===== src/rtl/cpu_sprite_dma_pkg.sv =====
// Shared constants for the 2a03 sprite/page DMA engine: state encoding,
// default trigger/destination addresses and bus rw encoding.
package cpu_sprite_dma_pkg;

   typedef enum logic [2:0] {
      DMA_ST_IDLE  = 3'd0,
      DMA_ST_DUMMY = 3'd1,
      DMA_ST_ALIGN = 3'd2,
      DMA_ST_READ  = 3'd3,
      DMA_ST_WRITE = 3'd4
   } dma_state_e;

   localparam logic [15:0] DMA_TRIGGER_ADDR_DEF = 16'h4014;
   localparam logic [15:0] DMA_DEST_ADDR_DEF    = 16'h2004;

   localparam logic RW_READ  = 1'b1;
   localparam logic RW_WRITE = 1'b0;

endpackage


===== src/rtl/cpu_dma_bus_mux.sv =====
// Combinational system-bus select between the CPU core and the DMA engine.
module cpu_dma_bus_mux (
   input  logic        dma_sel_i,
   input  logic [15:0] cpu_addr_i,
   input  logic [7:0]  cpu_data_i,
   input  logic        cpu_rw_i,
   input  logic [15:0] dma_addr_i,
   input  logic [7:0]  dma_data_i,
   input  logic        dma_rw_i,
   output logic [15:0] addr_o,
   output logic [7:0]  data_o,
   output logic        rw_o
);

   always_comb begin
      addr_o = cpu_addr_i;
      data_o = cpu_data_i;
      rw_o   = cpu_rw_i;
      if (dma_sel_i) begin
         addr_o = dma_addr_i;
         data_o = dma_data_i;
         rw_o   = dma_rw_i;
      end
   end

endmodule


===== src/rtl/cpu_sprite_dma.sv =====
// Bus-mastering page-copy DMA: snoops a CPU write to the trigger register,
// halts the CPU and copies LEN bytes from {page, idx} to the destination port.
//
// state | meaning
// IDLE  | CPU owns the bus, snooping for a trigger write
// DUMMY | first halted cycle, CPU address driven as a read
// ALIGN | extra halted cycle so source reads land on even phase
// READ  | read source byte {page, idx}
// WRITE | write latched byte to dest, advance idx/dest
module cpu_sprite_dma
   import cpu_sprite_dma_pkg::*;
#(
   parameter int          LEN          = 256,
   parameter logic [15:0] TRIGGER_ADDR = DMA_TRIGGER_ADDR_DEF,
   parameter logic [15:0] DEST_ADDR    = DMA_DEST_ADDR_DEF,
   parameter bit          DEST_INCR    = 1'b0,
   parameter bit          PARITY_ALIGN = 1'b1
) (
   input  logic        clock,
   input  logic        reset,
   input  logic [15:0] cpu_addr,
   input  logic [7:0]  cpu_data_out,
   input  logic        cpu_rw,
   input  logic [7:0]  data_in,
   output logic [15:0] addr,
   output logic [7:0]  data_out,
   output logic        rw,
   output logic        cpu_halt,
   output logic        busy,
   output logic        done
);

   localparam logic [7:0] LAST_IDX = 8'(LEN - 1);

   dma_state_e  state_q, state_d;
   logic        phase_q;
   logic        trig_phase_q, trig_phase_d;
   logic [7:0]  page_q, page_d;
   logic [7:0]  idx_q, idx_d;
   logic [15:0] dest_q, dest_d;
   logic [7:0]  byte_q, byte_d;
   logic        halt_q, halt_d;
   logic        done_q, done_d;

   logic [15:0] dma_addr;
   logic        dma_rw;
   logic        dma_sel;

   always_comb begin
      state_d      = state_q;
      trig_phase_d = trig_phase_q;
      page_d       = page_q;
      idx_d        = idx_q;
      dest_d       = dest_q;
      byte_d       = byte_q;
      done_d       = 1'b0;
      dma_addr     = cpu_addr;
      dma_rw       = RW_READ;

      unique case (state_q)
         DMA_ST_IDLE: begin
            if (cpu_rw == RW_WRITE && cpu_addr == TRIGGER_ADDR) begin
               state_d      = DMA_ST_DUMMY;
               page_d       = cpu_data_out;
               trig_phase_d = phase_q;
               idx_d        = 8'h00;
               dest_d       = DEST_ADDR;
            end
         end
         // An odd-phase trigger makes DUMMY land on phase 0; ALIGN pushes READ to phase 0.
         DMA_ST_DUMMY: state_d = (PARITY_ALIGN && trig_phase_q) ? DMA_ST_ALIGN : DMA_ST_READ;
         DMA_ST_ALIGN: state_d = DMA_ST_READ;
         DMA_ST_READ: begin
            dma_addr = {page_q, idx_q};
            byte_d   = data_in;
            state_d  = DMA_ST_WRITE;
         end
         DMA_ST_WRITE: begin
            dma_addr = dest_q;
            dma_rw   = RW_WRITE;
            if (idx_q == LAST_IDX) begin
               state_d = DMA_ST_IDLE;
               done_d  = 1'b1;
               idx_d   = 8'h00;
               dest_d  = DEST_ADDR;
            end else begin
               state_d = DMA_ST_READ;
               idx_d   = idx_q + 8'd1;
               dest_d  = dest_q + {15'd0, DEST_INCR};
            end
         end
         default: state_d = DMA_ST_IDLE;
      endcase

      halt_d = (state_d != DMA_ST_IDLE);
   end

   always_ff @(posedge clock) begin
      if (reset) begin
         state_q      <= DMA_ST_IDLE;
         phase_q      <= 1'b0;
         trig_phase_q <= 1'b0;
         page_q       <= 8'h00;
         idx_q        <= 8'h00;
         dest_q       <= DEST_ADDR;
         byte_q       <= 8'h00;
         halt_q       <= 1'b0;
         done_q       <= 1'b0;
      end else begin
         state_q      <= state_d;
         phase_q      <= ~phase_q;
         trig_phase_q <= trig_phase_d;
         page_q       <= page_d;
         idx_q        <= idx_d;
         dest_q       <= dest_d;
         byte_q       <= byte_d;
         halt_q       <= halt_d;
         done_q       <= done_d;
      end
   end

   assign dma_sel  = (state_q != DMA_ST_IDLE);
   assign cpu_halt = halt_q;
   assign busy     = halt_q;
   assign done     = done_q;

   cpu_dma_bus_mux u_bus_mux (
      .dma_sel_i  (dma_sel),
      .cpu_addr_i (cpu_addr),
      .cpu_data_i (cpu_data_out),
      .cpu_rw_i   (cpu_rw),
      .dma_addr_i (dma_addr),
      .dma_data_i (byte_q),
      .dma_rw_i   (dma_rw),
      .addr_o     (addr),
      .data_o     (data_out),
      .rw_o       (rw)
   );

endmodule

===== config.mk =====
export PLATFORM = sky130hd
export DESIGN_NAME = cpu_sprite_dma
export DESIGN_NICKNAME = d
export VERILOG_FILES = /design/src/rtl/cpu_sprite_dma_pkg.sv /design/src/rtl/cpu_dma_bus_mux.sv /design/src/rtl/cpu_sprite_dma.sv
export SDC_FILE = /design/constraint.sdc
export NUM_CORES = 1
export LEC_CHECK = 0
export BUFFER_PORTS_ARGS = -buffer_cell sky130_fd_sc_hd__buf_2
export CAP_MARGIN = 20
export CORE_MARGIN = 2
export CORE_UTILIZATION = 40
export CTS_CLUSTER_SIZE = 24
export DETAILED_ROUTE_END_ITERATION = 10
export PLACE_DENSITY = 0.65
export SETUP_SLACK_MARGIN = 0.02
export SLEW_MARGIN = 20
export SYNTH_ARGS = -nofsm -noshare
export SYNTH_HDL_FRONTEND = slang
export SYNTH_HIERARCHICAL = 1
export SYNTH_SLANG_ARGS = --single-unit
export TNS_END_PERCENT = 100

===== constraint.sdc =====
create_clock -name clock -period 4.95 [get_ports clock]
set_input_delay 0.99 -clock clock [delete_from_list [all_inputs] [get_ports clock]]
set_output_delay 0.99 -clock clock [all_outputs]
set_load 0.005 [all_outputs]

==> reports/metrics.cfg, run 1 <==
[status]
status = finished, final reports clean

[placement]
dpl-instance-area_um2 = 2253
placed_cells_incl_taps = 333
port_buffers = 62
post-place-ws_ns = 2.002
dpl.hpwl_um = 3605
gp_congestion = 0.8300

[layout]
post_route_cells_drive_above_1_share_pct = 37.59
diodes = 0
fin_cells = 341
nets = 309
n_fill_cell = 449
final_cell_mix = buf_2 (62), dfxtp_1 (31), a21oi_1 (27)
area_growth_pct = 20.47
final_area_um2 = 2371
final_common_cell = buf_2

[sta]
max_freq_mhz = 307.6
rsz0062_at_grt = no
hold_viol = 0
fin_ws_ns = 1.699
finalSetupTns_ns = 0
slew_violations = 0
whs_ns = 0.4137
setup_viol = 0
min_period_ns = 3.251
period_share_pct = 65.68
worstMarginPinSlew_ns = 0.9607
max-slew-margin-rel_pct = 35.72
fin_skew_ns = 0.004902

[yosys]
synth_area_per_cell_um2 = 8.987
ys_seq_area_share_pct = 31.53
syn_area_um2 = 1968
yosys_warnings = 6
synth_ff_type = dfxtp_1
synth_cell_types = 45
synth-async-reset-ratio_pct = 0
synth_nets = 255
syn_inst = 219
ys_ff_latch = 31
synth_edf_count = 0

[setup_path]
path_delay_family = simple AND/OR/NAND/NOR gates
crit_required_ns = 3.96
path_cells = or3_1, buf_4, mux2_2, buf_2
worstPathMaxFanout = 17
slowest_stage = or3_1
worstSetupStartpoint = state_q[1]
cp.arrival_ns = 2.26
start_kind = register
worst_path_largest_cell_delay_ns = 0.57
cp.buffers_inverters = 2
crit_type = reg2out
cp-end-kind = primary output
r2r_start = state_q[1]

[floorplan]
row_count = 25
die_area_um2 = 5497
core_area_um2 = 4723
io-pin-count = 63
die_w_um = 74.15
initial_core_util_pct = 41.67
die_h_um = 74.15

[global_route]
grtUsageMet2_pct = 28.97
grt.busiest_layer = met2
antenna_found_initial = 0
grt_max_degree = 34
grt_overflow = 0
grt_pass1_vias = 1604
grtUsageTotal_pct = 19.16
grt_first_pass_wirelength_um = 7983
met3_usage_pct = 4.201
grtUsageMet1_pct = 26.95

[min_path]
worstHoldStart = phase_q
hp-class = reg2reg

[power_and_ir_drop]
irDropWorstVdd_mv = 0.1423
p_leak_nw = 0.9998
powerDensity_nw_per_um2 = 301.3

[clock_network]
root_buffer = clkbuf_8
cts_sinks = 31
cts.htree.levels = 2
clockBufferDepth = 2
cts_resized = 0
insertion_delay_ns = 0.29
cts_tree = done
post_cts_buffers = 0
numCtsBuffers = 5
clkSlewWorstSetupHoldPaths_ns = 0.06
postCtsHoldBufs = 0

[drt]
vias = 1819
drtPass1Iterations = 4
wire_per_inst_um = 15.13
drt_iter0_drc = 140
ant_nets = 0
via_per_inst = 5.334
wirelength_um = 5160
drc = 0

[flow_run]
cap_violations = 0

layout make-up:
class	instances	area, um2	share of cell area [%]
clock inverters	2	35.03	1.478
repair buffers	64	325.3	13.72
clock buffers	6	82.58	3.483
well taps	67	83.83	3.536
flip-flops and latches	31	620.6	26.17
inverters	4	15.01	0.6332
multi-input cells	167	1209	50.98
per-layer routing:
layer | up-vias | wire, um
met2 | 46 | 2365
met1 | 857 | 2475
met4 | 0 | 74
met3 | 6 | 245
met5 | - | 0
li1 | 910 | -
report_power, final:
group / switching (mW) / internal (mW)
logic: 0.0793 / 0.114
registers: 0.00620 / 0.254
clock network: 0.0987 / 0.163
cells in the mapped netlist, types with 2 or more instances:
library cell   n  area, um2
and4b_1        2      20.02
nor3_1         2      10.01
nand2_1       25      93.84
mux2_2         5      56.30
nand4_1        2      12.51
clkbuf_1       6      22.52
buf_12         2      40.04
o211ai_1       6      45.04
nor4_1         2      12.51
a22o_1        11      96.34
o21ai_1        9      45.04
buf_4          2      15.01
mux2_4        20      300.3
buf_6          2      22.52
o22a_1         2      17.52
nor2_1         9      33.78
nand3_1       13      65.06
nor3b_1        2      15.01
dfxtp_1       31      620.6
nand2b_1       2      12.51
buf_2          4      20.02
o21ai_0        5      25.02
o21a_1         2      15.01
inv_1          4      15.01
a21oi_1       27      135.1
or3_1          2      12.51
or2_2          2      12.51
cells by family after synthesis:
group / count (synthesis) / synth area share, %
AOI/OAI and AO/OA: 67 / 21.36
adders and majority gates: 1 / 0.6356
buffers and inverters: 21 / 7.056
DFF: 31 / 31.53
muxes: 26 / 18.63
and+or+nand+nor: 73 / 20.79
state kept, by name, indices dropped and copies added, names as in the netlist:
| register | cells |
|---|---|
| byte_q | 8 |
| idx_q | 8 |
| page_q | 8 |
| state_q | 3 |
| busy | 1 |
| done | 1 |
| phase_q | 1 |
| trig_phase_q | 1 |
through the flow:
stage	total power [mW]	utilization (%)
floorplan	0.4168	-
CTS	0.7193	50.20
global placement	0.4582	47.71
detailed placement	0.4594	47.71
global route	0.7421	50.20
finish	0.7143	50.20
final timing paths:
path / end / slack (ns) / depth (start not counted)
worst max-delay path: addr[15] / 1.70 / 4
worst min-delay path: phase_q / 0.41 / 1
worst max register to register: idx_q[0] / 2.50 / 5
worst min register to register: phase_q / 0.41 / 1
Power figures use the tool's default switching activity.
==> inputs of run 2 (changes only) <==
- PLACE_DENSITY: 0.65 -> 0.68
- clock period: 4.95 -> 2.66 ns (I/O delays scaled with it)
==> reports/metrics.cfg, run 2 (synthesis gave the netlist of run 1 again) <==
[layout]
area_growth_pct = 23.78
n_fill_cell = 453
nets = 315
post_route_cells_drive_above_1_share_pct = 39.29
top_regs = byte_q x8, idx_q x8, page_q x8
diodes = 0
fin_cells = 347
final_common_cell = buf_2
final_cell_mix = buf_2 (62), dfxtp_1 (31), a21oi_1 (27)

[status]
status = finished, final reports clean

[clock_network]
postCtsHoldBufs = 0
cts.htree.levels = 2
clockBufferDepth = 2
insertion_delay_ns = 0.29
numCtsBuffers = 5
cts_tree = done
cts_sinks = 31
root_buffer = clkbuf_8
clkSlewWorstSetupHoldPaths_ns = 0.07

[sta]
max-slew-margin-rel_pct = 60.11
period_share_pct = 94.80
setup_viol = 0
fin_skew_ns = 0.008961
fin_ws_ns = 0.1382
finalSetupTns_ns = 0
worstMarginPinSlew_ns = 0.5984
min_period_ns = 2.522
max_freq_mhz = 396.5
slew_violations = 0
hold_viol = 0
rsz0062_at_grt = no
whs_ns = 0.4125

[setup_path]
start_kind = register
crit_required_ns = 2.13
cp.buffers_inverters = 1
crit_type = reg2out
r2r_start = state_q[1]
worst_path_largest_cell_delay_ns = 0.50
worstPathMaxFanout = 12
r2r_slack_ns = 0.53
cp-end-kind = primary output
slowest_stage = dfxtp_1
cp.arrival_ns = 1.99
ff2ff_path_depth = 5
path_delay_family = flip-flops
r2r-end = idx_q[5]
path_cells = nand3b_1, o22a_1, mux2_4, buf_2

[global_route]
grt_max_degree = 34
grtUsageTotal_pct = 18.90
grt_first_pass_wirelength_um = 7872
grt_pass1_vias = 1628
antenna_found_initial = 0
grt_overflow = 0

[power_and_ir_drop]
power_frac_clock_pct = 36.3
p_switching_mw = 0.3412
p_int_mw = 0.9966
power_frac_seq_pct = 36.2
powerDensity_nw_per_um2 = 549.2
irDropWorstVdd_mv = 0.2298
swShare_pct = 25.50
p_comb_share_pct = 27.5
p_leak_nw = 1.036

[placement]
port_buffers = 62
placed_cells_incl_taps = 337
dpl.hpwl_um = 3515
post-place-ws_ns = 0.1957
gp_congestion = 0.8515

[min_path]
hp-class = reg2reg
worstHoldStart = phase_q
min_to = phase_q
whs_path_depth = 1

[drt]
ant_nets = 0
vias = 1792
drtPass1Iterations = 4
wirelength_um = 4970
drt_iter0_drc = 127
via_per_inst = 5.164
wire_per_inst_um = 14.32
drc = 0

[floorplan]
initial_core_util_pct = 41.67
core_area_um2 = 4723
die_area_um2 = 5497
die_w_um = 74.15
io-pin-count = 63
die_h_um = 74.15
row_count = 25

[flow_run]
cap_violations = 0

-- run 2: cell types whose count changed in the layout (fill, tap and decap cells not counted) --
cell	change
nor2_1	-1
buf_12	+1
nor2_4	+1
buf_4	+5
-- run 2: power by group through the flow --
stage	Sequential (mW)	Combinational, mW	Clock [mW]
floorplan	0.486	0.290	0
global placement	0.494	0.371	0
detailed placement	0.494	0.370	0
CTS	0.484	0.372	0.495
global route	0.486	0.400	0.518
finish	0.484	0.368	0.486
-- run 2: routing by layer --
layer  share of wire, %  GRT usage [%]
met1                 46          24.86
met2                 47          30.95
met3                6.5          4.065
met4                1.3          6.061
met5                  0              0
-- run 2: stage by stage --
stage / util [%] / power [mW] / instance area, um2
global placement: 48.61 / 0.8644 / 2296
floorplan: - / 0.7757 / 1968
global route: 51.58 / 1.404 / 2436
CTS: 51.15 / 1.351 / 2416
finish: 51.58 / 1.338 / 2436
detailed placement: 48.61 / 0.8644 / 2296
-- run 2: how the worst max path moves through the flow --
stage | startpoint | to | slack (ns) | cells past startpoint
finish | state_q[1] | addr[2] | 0.14 | 4
global route | state_q[1] | addr[2] | 0.02 | 4
CTS | state_q[2] | addr[1] | 0.11 | 5
detailed placement | state_q[2] | addr[5] | 0.20 | 6
global placement | state_q[2] | addr[15] | 0.21 | 5
floorplan | state_q[0] | addr[15] | 0.60 | 6
-- run 2: cell type report --
cell class                      count  area, um2  share of cell area (%)
Clock buffer                        6      82.58                   3.390
Clock inverter                      2      35.03                   1.438
Inverter                            4      15.01                  0.6163
Multi-Input combinational cell    167       1216                   49.92
Sequential cell                    31      620.6                   25.48
Tap cell                           67      83.83                   3.441
Timing Repair Buffer               70      382.9                   15.72
-- run 2: what timing repair did --
item	CTS	global route
hold endpoints to repair	0	0
setup endpoints to repair	14	16
buffers inserted	0	2
resized for setup	1	1
pin swaps	0	1
